==> src/rtl/rr_arbiter8_pkg.sv <==
// Shared types and sizes for the 8-way round-robin arbiter.
// The search result struct carries a found flag alongside the winning index.
package rr_arbiter8_pkg;
  localparam int ARB_N        = 8;
  localparam int ARB_IDX_W    = 3;
  localparam int HOLD_MAX_DEF = 16;

  typedef enum logic {
    IDLE  = 1'b0,
    GRANT = 1'b1
  } state_t;

  typedef struct packed {
    logic                 found;
    logic [ARB_IDX_W-1:0] idx;
  } pick_t;
endpackage

==> src/rtl/rr_arbiter8_dec3x8.sv <==
// 3-to-8 one-hot decoder with enable; output is all zero when disabled.
module dec3x8
  import rr_arbiter8_pkg::*;
(
  input  logic [ARB_IDX_W-1:0] sel,
  input  logic                 enable,
  output logic [ARB_N-1:0]     out
);
  always_comb begin
    out = '0;
    if (enable) out[sel] = 1'b1;
  end
endmodule

==> src/rtl/rr_arbiter8.sv <==
// Round-robin arbiter for one single-owner resource shared by 8 requesters.
// Registered winner index is decoded to a one-hot grant; HOLD_MAX bounds ownership.
module rr_arbiter8
  import rr_arbiter8_pkg::*;
#(
  parameter int HOLD_MAX = HOLD_MAX_DEF,
  parameter int CNT_W    = 5
) (
  input  logic                 clk,
  input  logic                 reset,
  input  logic [ARB_N-1:0]     req,
  output logic [ARB_N-1:0]     gnt,
  output logic [ARB_IDX_W-1:0] gnt_id,
  output logic                 gnt_valid,
  output logic                 timeout
);

  // Lowest rotated offset from start wins; descending loop lets it overwrite.
  function automatic pick_t rr_pick(input logic [ARB_N-1:0] r,
                                    input logic [ARB_IDX_W-1:0] start);
    pick_t                p;
    logic [ARB_IDX_W-1:0] idx;
    p = '0;
    for (int i = ARB_N - 1; i >= 0; i--) begin
      idx = start + ARB_IDX_W'(i);
      if (r[idx]) begin
        p.found = 1'b1;
        p.idx   = idx;
      end
    end
    return p;
  endfunction

  state_t               state, state_n;
  logic [ARB_IDX_W-1:0] ptr, ptr_n, id_n;
  logic [CNT_W-1:0]     hold_cnt, cnt_n;
  logic                 to_n;
  logic [ARB_N-1:0]     mask;
  logic                 owner_req, hold_hit;
  pick_t                pick;

  assign gnt_valid = (state == GRANT);
  assign owner_req = req[gnt_id];
  assign hold_hit  = (HOLD_MAX != 0) && (hold_cnt == CNT_W'(HOLD_MAX - 1));

  always_comb begin
    mask = '0;
    // The outgoing owner never wins the handover search, even when revoked.
    if (state == GRANT) mask[gnt_id] = 1'b1;
  end

  assign pick = rr_pick(req & ~mask, ptr);

  always_comb begin
    state_n = state;
    ptr_n   = ptr;
    id_n    = gnt_id;
    cnt_n   = hold_cnt;
    to_n    = 1'b0;
    case (state)
      IDLE: begin
        if (pick.found) begin
          state_n = GRANT;
          id_n    = pick.idx;
          ptr_n   = pick.idx + 3'd1;
          cnt_n   = '0;
        end
      end
      GRANT: begin
        if (!owner_req || hold_hit) begin
          // A release on the revoke cycle wins: no timeout pulse then.
          to_n  = owner_req;
          cnt_n = '0;
          if (pick.found) begin
            id_n  = pick.idx;
            ptr_n = pick.idx + 3'd1;
          end else begin
            state_n = IDLE;
          end
        end else begin
          cnt_n = hold_cnt + 1'b1;
        end
      end
      default: state_n = IDLE;
    endcase
  end

  always_ff @(posedge clk) begin
    if (reset) begin
      state    <= IDLE;
      ptr      <= '0;
      gnt_id   <= '0;
      hold_cnt <= '0;
      timeout  <= 1'b0;
    end else begin
      state    <= state_n;
      ptr      <= ptr_n;
      gnt_id   <= id_n;
      hold_cnt <= cnt_n;
      timeout  <= to_n;
    end
  end

  dec3x8 u_dec (
    .sel    (gnt_id),
    .enable (gnt_valid),
    .out    (gnt)
  );

endmodule

==> config.mk <==
export PLATFORM = sky130hd
export DESIGN_NAME = rr_arbiter8
export DESIGN_NICKNAME = d
export VERILOG_FILES = /design/src/rtl/rr_arbiter8_pkg.sv /design/src/rtl/rr_arbiter8_dec3x8.sv /design/src/rtl/rr_arbiter8.sv
export SDC_FILE = /design/constraint.sdc
export NUM_CORES = 1
export LEC_CHECK = 0
export ABC_CLOCK_PERIOD_IN_PS = 3600
export CORE_ASPECT_RATIO = 0.6
export CORE_UTILIZATION = 51
export DETAILED_ROUTE_END_ITERATION = 6
export HOLD_SLACK_MARGIN = 0.03
export MAX_ROUTING_LAYER = met4
export PLACE_DENSITY = 0.74
export SYNTH_ARGS = -nofsm -noshare
export SYNTH_HDL_FRONTEND = slang
export SYNTH_SLANG_ARGS = --single-unit
==> constraint.sdc <==
create_clock -name clk -period 3.6 [get_ports clk]
set_clock_uncertainty 0.1 [all_clocks]
set_input_delay 0.72 -clock clk [delete_from_list [all_inputs] [get_ports clk]]
set_output_delay 0.72 -clock clk [all_outputs]
set_load 0.02 [all_outputs]
## Word level (Yosys, flattened, before mapping)

Index checks and enable logic that the tools add are counted.
Widths: inputs -> output; s select.

- $add $sub $neg: 9
- $mul: 0
- Div/mod/pow operators: 0
- Order comparisons: 10
- Equality and inequality tests: 3
- Shift operators: 0
- Mux-type cells: 41
- Bitwise operators: 4
- Reductions and logical operators: 4

Operator list:

| operator | number |
|---|---|
| $lt 3x4->1 const B | 9 |
| $mux 4 | 8 |
| $bmux 1 s3 | 9 |
| $add 3x3->3 const B | 4 |
| $mux 1 | 12 |
| $mux 3 | 4 |
| $pmux 3 s2 | 2 |
| $mux 5 | 2 |
| $pmux 5 s2 | 1 |
| $and 8x8->8 | 1 |
| $mux 8 | 1 |
| $not 8->8 | 1 |
| $add 3x1->3 const B | 2 |
| $add 3x2->3 const B | 2 |
| $add 5x1->5 const B | 1 |
| $eq 5x4->1 const B | 1 |
| $demux 1 s3 | 1 |
| $ge 3x1->1 const B | 1 |
| $reduce_or 3->1 | 1 |
| $ne 2x1->1 const B | 1 |
| $ne 2x2->1 const B | 1 |
| $not 1->1 | 2 |
| $pmux 1 s2 | 1 |
| $logic_and 1x1->1 | 1 |
| other kinds (2) | 2 |

- Register bits: 13
- Latch bits: 0
- Memory bits (writable): 0
- Bits in read-only memories: 0
- Input port bits: 10
- Output and inout port bits: 13
- Word-level logic and storage cells: 76
- Memories kept: 0

## Depth between registers and ports, before layout

Gate-level depths: netlist of the first run.

- Word-level depth: 21
- Gate-level depth with buffers: 16
- Gate-level depth less buffers: 14

## Modules after synthesis

Synthesis of the first run repeated with hierarchy kept, for this count alone.

- Cell total of the unflattened synthesis: 243
- Area total of the unflattened synthesis: 2,119.5 µm²

By module, submodules not included:

| module | instances | cells an instance | area an instance (µm²) | seq. area each (µm²) |
|---|---|---|---|---|
| rr_arbiter8 | 1 | 235 | 2,023.2 | 260.2 |
| dec3x8 | 1 | 8 | 96.3 | 0.0 |

## Worst setup path after synthesis of the first run

No wires, ideal clock.

- Path kind: register to register
- Start: register ptr[0]
- End: register ptr[2]
- Setup time: 0.120 ns
- Arrival: 3.635 ns
- Slack: -0.255 ns
- Cell stages (with the launch flop): 17
- Path buffers: 4
- Period minus slack after synthesis: 3.855 ns
- Path through: dfxtp_1 -> inv_1 -> clkbuf_1 -> ha_1 -> buf_2 -> buf_2 -> buf_2 -> mux4_2 -> mux2i_1 -> or2_4 -> a21oi_1 -> a2111o_1 -> and2_4 -> ha_1 -> nand2_1 -> a21oi_1 -> o31a_1

RTL lines:

| element | line | RTL |
|---|---|---|
| start: declaration | rr_arbiter8.sv:35 | `logic [ARB_IDX_W-1:0] ptr, ptr_n, id_n;` |
| start signal: assignment | rr_arbiter8.sv:97 | `ptr <= ptr_n;` |

==> results of run 1 <==
[timing repair]
| item | CTS | global route |
|---|---|---|
| buffers inserted | 0 | 3 |
| endpoints found under the setup margin | 0 | 1 |
| resized for setup | 0 | 5 |
[worst register-to-register path: stages (launching register included)]
cell	delay, ns
dfxtp_1	0.61
and4b_1	0.45
o32ai_1	0.19
mux4_2	0.56
buf_4	0.17
nor3_1	0.22
nor2_1	0.08
a221oi_1	0.26
nor2_1	0.12
ha_2	0.21
nor4_1	0.28
o31a_1	0.17
[Yosys cell counts, drive strengths merged, types with 5 or more instances]
cell type | number | area (um2)
clkbuf | 7 | 26.3
o21ai | 10 | 50.1
dfxtp | 13 | 260
nand2b | 9 | 56.3
mux4 | 11 | 248
buf | 14 | 93.8
nor2 | 23 | 86.3
a21oi | 12 | 63.8
inv | 13 | 48.8
ha | 5 | 62.6
nand2 | 17 | 63.8
nor3 | 6 | 30.0
and2 | 5 | 33.8
nand3 | 11 | 55.1
nor2b | 5 | 31.3
o32ai | 6 | 67.6
[worst max-delay path by stage]
stage                                      to  slack, ns                 from  depth (start not counted)
after floorplan           ptr[2]$_SDFFE_PP0P_      0.002  ptr[0]$_SDFFE_PP0P_                         16
after global placement    ptr[2]$_SDFFE_PP0P_      -0.08               req[2]                         13
after detailed placement  ptr[2]$_SDFFE_PP0P_      -0.13               req[2]                         13
after CTS                 ptr[2]$_SDFFE_PP0P_       0.11               req[2]                         13
after global routing      ptr[2]$_SDFFE_PP0P_      -0.03               req[2]                         14
final                     ptr[2]$_SDFFE_PP0P_       0.07               req[4]                         13
[registers in the layout, summed over array words and instances, names as in the netlist]
register,cells
gnt_id,3
hold_cnt,5
gnt_valid,1
ptr,3
timeout,1
[layout by cell type, fill, tap and decap left out, types with 3 or more instances in the layout]
cell	count
ha_1	4
nor2b_1	5
o21ai_0	8
buf_4	51
nand3b_1	4
dfxtp_1	11
o22ai_1	3
xnor2_1	3
nor2_1	23
nand2_1	17
clkbuf_8	3
o32ai_2	3
a21o_1	3
a21oi_1	11
nand4b_1	4
inv_1	13
and2_1	4
clkdlybuf4s50_1	22
a221oi_1	3
a22oi_1	3
nand2b_1	9
nor3_1	6
o32ai_1	3
nand3_1	11
mux4_2	11
[metal layers]
layer	vias up	track usage (%)
met3	0	10.7
met1	945	48.2
met5	-	-
met4	0	0.298
met2	111	39.2
li1	1029	-
[metrics by stage]
stage | worst slack, ns | hold WS, ns | instance area [um2] | util (%)
floorplan | 0.00228 | 0.354 | 1940 | -
global placement | -0.0783 | 0.381 | 2450 | 71.5
detailed placement | -0.132 | 0.389 | 2450 | 71.5
CTS | 0.107 | 0.399 | 2490 | 72.8
global route | -0.0348 | 0.423 | 2540 | 74.1
finish | 0.0744 | 0.400 | 2540 | 74.1
[final cells by class]
| class | instances | area [um2] |
|---|---|---|
| clock buffer | 4 | 45.0 |
| fill | 268 | 887 |
| inverter | 14 | 53.8 |
| multi-input combinational | 192 | 1520 |
| sequential | 13 | 263 |
| tap | 45 | 56.3 |
| timing repair buffer | 73 | 603 |
[cell families after synthesis]
logic type	count (synthesis)	share of synthesized area, %
mux	16	15.5
compound gates	66	25.6
flops	13	13.5
buf+inv	35	8.97
fa+ha+maj	5	3.25
simple gates	102	31.8
xor+xnor	3	1.36
[power by group through the flow]
stage	logic, mW	clock network (mW)	registers, mW
after floorplan	1.41	0	0.212
after global placement	2.05	0	0.251
after detailed placement	2.07	0	0.251
after CTS	2.09	0.131	0.248
after global routing	2.41	0.139	0.257
final	2.23	0.127	0.249
==> results.sh, run 1 <==
export IMPL_status="complete, no violations"
export IMPL_ir_drop_uv=746
export IMPL_place_inst=334
export IMPL_crit_type="primary input to register"
export IMPL_pwr_share_seq_pct=9.6
export IMPL_wirelength_mm=5.70
export IMPL_syn_cell_area_um2=1930
export IMPL_hold_start="hold_cnt[3]$_SDFFE_PP0P_"
export IMPL_worstSetupEndpointType="register"
export IMPL_hold_viol=0
export IMPL_p_int_mw=1.41
export IMPL_cp_arrival_ns=3.61
export IMPL_cts_buffers=3
export IMPL_min_period_ns=3.53
export IMPL_num_rows=16
export IMPL_synthFlopType="dfxtp_1"
export IMPL_fmax_mhz=284
export IMPL_setup_viol=0
export IMPL_hold_path_depth=2
export IMPL_vias=2085
export IMPL_rrSetupSlack_ns=0.13
export IMPL_synth_edf_count=0
export IMPL_cts_tree="yes"
export IMPL_synth_cells=240
export IMPL_area_growth_pct=31.7
export IMPL_cp_num_buf_inv=3
export IMPL_wl_met3_um=809
export IMPL_routed_via_density=6.11
export IMPL_drtIter0Drc=253
export IMPL_ys_seq_area_share_pct=13.5
export IMPL_drive_above_1_share_pct=29.1
export IMPL_io_buffers=22
export IMPL_cp_cell_sequence="clkdlybuf4s50_1, buf_4, nand3_1, o21ai_0, mux4_2, buf_4, nor3_1, nor2_1, a221oi_1, nor2_1, ha_2, nor4_1, o31a_1"
export IMPL_p_switching_mw=1.19
export IMPL_die_height_um=49.6
export IMPL_grt_pass1_wl_mm=9.31
export IMPL_tightest_slew_ns=0.593
export IMPL_coreArea_um2=3420
export IMPL_grt_overflow=0
export IMPL_synth_fp_nets=255
export IMPL_diodes=0
export IMPL_slew_viol_final=0
export IMPL_p_leak_nw=1.02
export IMPL_cts_sinks=13
export IMPL_worstReg2RegEnd="ptr[2]$_SDFFE_PP0P_"
export IMPL_top_layer_used="met3"
export IMPL_dieArea_um2=4030
export IMPL_grt_pass1_vias=1867
export IMPL_tns_ns=0
export IMPL_clk_pin_slew_worst_paths_ns=0.05
export IMPL_whs_endpoint="hold_cnt[3]$_SDFFE_PP0P_"
export IMPL_wl_per_cell_um=16.7
export IMPL_hold_buffers=0
export IMPL_synth_avg_cell_area_um2=8.02
export IMPL_combPwrFrac_pct=85.5
export IMPL_sw_frac_of_total_pct=45.8
export IMPL_start_util_pct=56.3
export IMPL_worstSkewPairLatency_ns=0.24
export IMPL_reg2reg_depth=11
export IMPL_synth_cell_types=66
export IMPL_htreeDepth=1
export IMPL_synth_seq_cells=13
export IMPL_start_kind="primary input"
export IMPL_ys_async_sr_fraction_pct=0
export IMPL_met2_wirelength_mm=2.15
export IMPL_fin_nets=312
export IMPL_required_ns=3.68
export IMPL_dr_pass1_iters=4
export IMPL_r2r_start="gnt_id[1]$_SDFFE_PP0P_"
export IMPL_instances_no_fill=341
export IMPL_max_cap_violations=0
export IMPL_finalPower_mw=2.61
export IMPL_die_w_um=81.3
export IMPL_grt_start_max_net_pins=20
export IMPL_period_share_pct=97.9
export IMPL_clockPowerShare_pct=4.9
export IMPL_met1_length_mm=2.75
export IMPL_io_pins=23
export IMPL_gp_congestion=0.971
export IMPL_worst_path_max_delay_cell="mux4_2"
export IMPL_cpPeakStageDelay_ns=0.54
export IMPL_cts_buffer_depth=2
export IMPL_ys_warn_count=0
export IMPL_p_per_area_nw_per_um2=1030
export IMPL_remaining_drc_errors=0
export IMPL_crit_path_max_fanout=4
export IMPL_critical_path_top_delay_family="buffers and inverters"
export IMPL_antenna_left=0
export IMPL_grt_antenna_before_repair=0
export IMPL_slew_limit_headroom_pct=60.4
export IMPL_grt_usage_pct=30.9
export IMPL_hp_class="register to register"
export IMPL_cts_root_buf="clkbuf_8"
export IMPL_dp_hpwl_mm=4.50
Note: power is estimated with default switching activity, not from simulation.
==> run 2: changes to the inputs <==
--- a/config.mk
+++ b/config.mk
@@ -8,10 +8,11 @@
 export ABC_CLOCK_PERIOD_IN_PS = 3600
 export CORE_ASPECT_RATIO = 0.6
 export CORE_UTILIZATION = 51
+export CTS_CLUSTER_DIAMETER = 50
 export DETAILED_ROUTE_END_ITERATION = 6
 export HOLD_SLACK_MARGIN = 0.03
 export MAX_ROUTING_LAYER = met4
-export PLACE_DENSITY = 0.74
+export PLACE_DENSITY_LB_ADDON = 0.2
 export SYNTH_ARGS = -nofsm -noshare
 export SYNTH_HDL_FRONTEND = slang
 export SYNTH_SLANG_ARGS = --single-unit
==> results.sh, run 2 (synthesis gave the netlist of run 1 again) <==
export IMPL_io_buffers=22
export IMPL_hold_viol=0
export IMPL_p_leak_nw=1.03
export IMPL_slew_limit_headroom_pct=61.7
export IMPL_hp_class="register to register"
export IMPL_die_w_um=81.3
export IMPL_drive_above_1_share_pct=29.8
export IMPL_r2r_start="gnt_id[0]$_SDFFE_PP0P_"
export IMPL_max_cap_violations=0
export IMPL_worstSkewPairLatency_ns=0.24
export IMPL_pwr_share_seq_pct=9.5
export IMPL_fmax_mhz=287
export IMPL_largest_register_ffs=5
export IMPL_grt_usage_pct=32.7
export IMPL_antenna_left=0
export IMPL_biggestRegsByFlops="hold_cnt: 5 flops, gnt_id: 3 flops, ptr: 3 flops"
export IMPL_crit_start="req[5]"
export IMPL_io_pins=23
export IMPL_combPwrFrac_pct=85.4
export IMPL_remaining_drc_errors=0
export IMPL_p_switching_mw=1.19
export IMPL_hold_buffers=0
export IMPL_crit_path_max_fanout=5
export IMPL_cts_buffer_depth=2
export IMPL_crit_path_end="ptr[2]$_SDFFE_PP0P_"
export IMPL_worstSetupEndpointType="register"
export IMPL_num_fill_cells=256
export IMPL_final_cell_mix="buf_4 (49), nor2_1 (23), clkdlybuf4s50_1 (22)"
export IMPL_top_register="hold_cnt"
export IMPL_cp_arrival_ns=3.57
export IMPL_placed_area_um2=2470
export IMPL_crit_type="primary input to register"
export IMPL_grt_antenna_before_repair=0
export IMPL_coreArea_um2=3420
export IMPL_dieArea_um2=4030
export IMPL_wirelength_mm=5.93
export IMPL_grt_pass1_wl_mm=9.70
export IMPL_met2_usage_pct=43.1
export IMPL_seqCellArea_um2=265
export IMPL_final_util_pct=74.5
export IMPL_finalPower_mw=2.55
export IMPL_cts_buffers=3
export IMPL_dp_hpwl_mm=4.67
export IMPL_num_rows=16
export IMPL_p_int_mw=1.36
export IMPL_p_per_area_nw_per_um2=1000
export IMPL_required_ns=3.68
export IMPL_cts_root_buf="clkbuf_8"
export IMPL_grt_pass1_vias=1915
export IMPL_slew_viol_final=0
export IMPL_start_kind="primary input"
export IMPL_grt_start_max_net_pins=27
export IMPL_htreeDepth=1
export IMPL_use_met1_pct=48.8
export IMPL_final_common_cell="buf_4"
export IMPL_routed_via_density=6.38
export IMPL_worstReg2RegEnd="ptr[2]$_SDFFE_PP0P_"
export IMPL_vias=2168
export IMPL_drtIter0Drc=247
export IMPL_grt_overflow=0
export IMPL_diodes=0
export IMPL_status="complete, no violations"
export IMPL_area_growth_pct=32.4
export IMPL_period_share_pct=96.9
export IMPL_met3_usage_pct=12.4
export IMPL_gp_congestion=1.03
export IMPL_rrSetupSlack_ns=0.21
export IMPL_min_period_ns=3.49
export IMPL_tightest_slew_ns=0.575
export IMPL_clockPowerShare_pct=5.1
export IMPL_reg2reg_depth=11
export IMPL_die_height_um=49.6
export IMPL_sw_frac_of_total_pct=46.5
export IMPL_dr_pass1_iters=5
export IMPL_cts_tree="yes"
export IMPL_ir_drop_uv=738
export IMPL_setup_viol=0
export IMPL_fin_nets=311
export IMPL_wl_per_cell_um=17.5
export IMPL_stdcell_area_um2=2550
export IMPL_cts_sinks=13
export IMPL_whs_ns=0.394
export IMPL_grt_busiest_layer="met1"
export IMPL_clk_pin_slew_worst_paths_ns=0.06
export IMPL_start_util_pct=56.3
export IMPL_multi_input_area_um2=1520
## run 2: cell types whose count changed in the layout (fill, tap and decap cells not counted), sizes merged
cell and change:
buf -1
## run 2: per-stage QoR
step,instances,setup WS (ns),TNS (ns)
floorplan,240,0.00228,0
global placement,335,-0.0886,-0.0886
detailed placement,335,-0.166,-0.182
CTS,339,0.0780,0
global route,340,-0.0351,-0.0351
finish,340,0.110,0
## run 2: timing repair
| item | in CTS | in global routing |
|---|---|---|
| setup buffers | 0 | 1 |
| endpoints found under the hold margin | 0 | 0 |
| resized for setup | 0 | 8 |
| setup endpoints to repair | 0 | 1 |
## run 2: cell type report
| cell class | instances | share of cell area (%) |
|---|---|---|
| Tap cell | 45 | 2.21 |
| Timing Repair Buffer | 72 | 23.8 |
| Multi-Input combinational cell | 192 | 59.7 |
| Sequential cell | 13 | 10.4 |
| Inverter | 14 | 2.11 |
| Clock buffer | 4 | 1.77 |
## run 2: critical path, cell delays in order
cell	delay, ns
clkdlybuf4s50_1	0.47
buf_4	0.17
nand3_1	0.07
o21ai_0	0.14
mux4_2	0.57
nand2b_1	0.11
a21oi_1	0.06
a2111o_1	0.43
and2_4	0.18
ha_2	0.20
nor4_2	0.29
o31a_1	0.16
## run 2: worst min-delay path by stage
stage / from / endpoint / slack [ns] / depth (start not counted)
2_1_floorplan: hold_cnt[3]$_SDFFE_PP0P_ / hold_cnt[3]$_SDFFE_PP0P_ / 0.35 / 2
3_3_place_gp: hold_cnt[4]$_SDFFE_PP0P_ / hold_cnt[4]$_SDFFE_PP0P_ / 0.37 / 2
3_5_place_dp: hold_cnt[3]$_SDFFE_PP0P_ / hold_cnt[3]$_SDFFE_PP0P_ / 0.39 / 2
4_1_cts: hold_cnt[3]$_SDFFE_PP0P_ / hold_cnt[3]$_SDFFE_PP0P_ / 0.40 / 2
5_1_grt: hold_cnt[3]$_SDFFE_PP0P_ / hold_cnt[3]$_SDFFE_PP0P_ / 0.43 / 2
6_report: hold_cnt[3]$_SDFFE_PP0P_ / hold_cnt[3]$_SDFFE_PP0P_ / 0.39 / 2
## run 2: metal layers
layer,vias to the layer above,wire length [um]
met5,-,0
li1,1023,-
met1,996,2810
met2,147,2320
met4,0,14
met3,2,787
## run 2: power groups by stage
stage / logic, mW / clock network, mW / registers [mW]
3_5_place_dp: 2.06 / 0 / 0.242
2_1_floorplan: 1.41 / 0 / 0.212
3_3_place_gp: 2.03 / 0 / 0.241
5_1_grt: 2.35 / 0.144 / 0.251
4_1_cts: 2.07 / 0.131 / 0.240
6_report: 2.18 / 0.129 / 0.243
==> run 3: changes to the inputs <==
--- a/config.mk
+++ b/config.mk
@@ -5,9 +5,9 @@
 export SDC_FILE = /design/constraint.sdc
 export NUM_CORES = 1
 export LEC_CHECK = 0
-export ABC_CLOCK_PERIOD_IN_PS = 3600
+export ABC_AREA = 1
 export CORE_ASPECT_RATIO = 0.6
-export CORE_UTILIZATION = 51
+export CORE_UTILIZATION = 48
 export CTS_CLUSTER_DIAMETER = 50
 export DETAILED_ROUTE_END_ITERATION = 6
 export HOLD_SLACK_MARGIN = 0.03
==> results.sh, run 3 <==
export IMPL_status="complete, no violations"
export IMPL_critical_path_top_delay_family="simple AND/OR/NAND/NOR gates"
export IMPL_rsz0062_at_grt="no"
export IMPL_worst_path_max_delay_cell="dfxtp_1"
export IMPL_period_share_pct=84.7
export IMPL_sw_frac_of_total_pct=57.8
export IMPL_place_inst=288
export IMPL_combPwrFrac_pct=77.4
export IMPL_cts_tree="yes"
export IMPL_post_cts_buffers=0
export IMPL_hold_viol=0
export IMPL_grt_pass1_vias=1334
export IMPL_cts_root_buf="clkbuf_8"
export IMPL_cts_buffers=3
export IMPL_crit_type="register to register"
export IMPL_crit_top_cell="nand2_1"
export IMPL_wl_per_cell_um=12.2
export IMPL_grt_overflow=0
export IMPL_final_cell_mix="nand2_1 (65), nand3_1 (53), inv_1 (36)"
export IMPL_crit_path_max_fanout=12
export IMPL_synth_top_cell_by_area="nand3_1"
export IMPL_gp_congestion=0.926
export IMPL_drtIter0Drc=139
export IMPL_wirelength_mm=3.58
export IMPL_finalPower_mw=1.67
export IMPL_p_per_area_nw_per_um2=1020
export IMPL_synth_seq_cells=13
export IMPL_synth_fp_nets=253
export IMPL_ys_warn_count=0
export IMPL_p_int_mw=0.703
export IMPL_slew_limit_headroom_pct=72.1
export IMPL_grt_start_max_net_pins=13
export IMPL_io_pins=23
export IMPL_fmax_mhz=328
export IMPL_grt_pass1_wl_mm=6.01
export IMPL_synth_cells=238
export IMPL_hp_class="register to register"
export IMPL_ys_async_sr_fraction_pct=0
export IMPL_diodes=0
export IMPL_grt_usage_pct=25.8
export IMPL_grt_antenna_before_repair=0
export IMPL_cts_sinks=13
export IMPL_cp_num_buf_inv=2
export IMPL_tns_ns=0
export IMPL_hold_buffers=0
export IMPL_synth_cell_types=25
export IMPL_slew_viol_final=0
export IMPL_top_register="hold_cnt"
export IMPL_yosysMostFrequentCell="nand2_1"
export IMPL_start_util_pct=52.1
export IMPL_pwr_share_seq_pct=14.6
export IMPL_num_rows=14
export IMPL_worstSetupEndpointType="register"
export IMPL_ys_seq_area_share_pct=19.4
export IMPL_yosysTopAreaCellShare_pct=19.8
export IMPL_cpPeakStageDelay_ns=0.57
export IMPL_final_common_cell="nand2_1"
export IMPL_fin_nets=276
export IMPL_dp_hpwl_mm=2.97
export IMPL_synth_edf_count=0
export IMPL_ys_top_cells_by_count="nand2_1 (65), nand3_1 (53), inv_1 (36), a21oi_1 (19), dfxtp_1 (13)"
export IMPL_drive_above_1_share_pct=7.69
export IMPL_remaining_drc_errors=0
export IMPL_post_cts_resized=0
export IMPL_syn_cell_area_um2=1340
export IMPL_synth_avg_cell_area_um2=5.64
export IMPL_synthFlopType="dfxtp_1"
export IMPL_instances_no_fill=292
export IMPL_biggestRegsByFlops="hold_cnt: 5 flops, gnt_id: 3 flops, ptr: 3 flops"
export IMPL_ir_drop_uv=456
export IMPL_tightest_slew_ns=0.419
export IMPL_io_buffers=22
export IMPL_routed_via_density=5.38
export IMPL_cp_arrival_ns=3.08
export IMPL_die_w_um=70.3
export IMPL_cts_buffer_depth=2
export IMPL_max_cap_violations=0
export IMPL_largest_register_ffs=5
export IMPL_required_ns=3.63
export IMPL_setup_viol=0
export IMPL_htreeDepth=1
export IMPL_ys_top_cells_by_area="nand3_1 (20%), dfxtp_1 (19%), nand2_1 (18%)"
export IMPL_min_period_ns=3.05
export IMPL_cp_cell_sequence="inv_2, ha_1, inv_1, nand3_1, nand3_1, nand2_1, o21ai_0, nand2_1, nand2_1, nand2_1, nand2_1, nand2_1, nand2_1, ha_1, o21ai_1, a21oi_1"
export IMPL_dr_pass1_iters=5
export IMPL_vias=1572
export IMPL_die_height_um=43.0
export IMPL_start_kind="register"
export IMPL_p_leak_nw=0.854
export IMPL_p_switching_mw=0.962
export IMPL_coreArea_um2=2570
export IMPL_antenna_left=0
export IMPL_clockPowerShare_pct=8.0
export IMPL_worstSkewPairLatency_ns=0.24
export IMPL_area_growth_pct=21.2
export IMPL_dieArea_um2=3020
export IMPL_clk_pin_slew_worst_paths_ns=0.06
run 3: cell types whose count changed in the layout (fill, tap and decap cells not counted), sizes merged, moves of 5 or more:
cell,change
o32ai,-6
nor3,-5
nand2b,-9
and2,-5
nand3,+42
nor2b,-5
nor2,-11
a21oi,+7
buf,-49
mux4,-11
inv,+29
nand2,+48
run 3: cells by family after synthesis:
family / synth area share (%)
DFF: 19.4
AOI/OAI and AO/OA: 14.1
xor gates and xnor gates: 2.61
adders and majority gates: 4.66
buffers and inverters: 14.4
and+or+nand+nor: 44.8
run 3: power by group through the flow:
| stage | Sequential [mW] | Combinational [mW] | Clock (mW) |
|---|---|---|---|
| floorplan | 0.218 | 1.01 | 0 |
| global placement | 0.244 | 1.26 | 0 |
| detailed placement | 0.244 | 1.26 | 0 |
| CTS | 0.241 | 1.26 | 0.134 |
| global route | 0.252 | 1.46 | 0.140 |
| finish | 0.243 | 1.29 | 0.133 |
run 3: layout make-up:
cell class | count | area, um2
Fill cell | 253 | 948
Multi-Input combinational cell | 177 | 888
Sequential cell | 13 | 260
Timing Repair Buffer | 23 | 228
Inverter | 43 | 164
Clock buffer | 3 | 41.3
Tap cell | 32 | 40.0
Clock inverter | 1 | 5.00
run 3: routing by layer:
layer | GRT usage, % | vias to the layer above | routed length, um
li1 | - | 817 | -
met1 | 38.7 | 671 | 1890
met2 | 34.3 | 80 | 1310
met3 | 7.36 | 4 | 349
met4 | 2.80 | 0 | 24
met5 | - | - | 0
run 3: final timing paths:
check | slack [ns] | endpoint | cells after the start | from
hold reg to reg | 0.36 | hold_cnt[3]$_SDFFE_PP0P_ | 2 | hold_cnt[3]$_SDFFE_PP0P_
setup reg to reg | 0.55 | ptr[1]$_SDFFE_PP0P_ | 16 | ptr[0]$_SDFFE_PP0P_
setup / recovery | 0.55 | ptr[1]$_SDFFE_PP0P_ | 16 | ptr[0]$_SDFFE_PP0P_
hold / removal | 0.36 | hold_cnt[3]$_SDFFE_PP0P_ | 2 | hold_cnt[3]$_SDFFE_PP0P_
run 3: through the flow:
step           area, um2  utilization (%)  setup WS [ns]  hold slack (ns)
6_report            1630             63.2          0.552            0.363
5_1_grt             1630             63.2          0.236            0.399
4_1_cts             1630             63.2          0.617            0.369
3_5_place_dp        1580             61.4          0.631            0.361
3_3_place_gp        1580             61.4          0.598            0.349
2_1_floorplan       1340                -           1.01            0.339
run 3: tightest hold or removal path: cells and delay by family (launching register included):
family	cells	cell delay, ns
flops	1	0.31
compound gates	1	0.05
simple gates	1	0.06
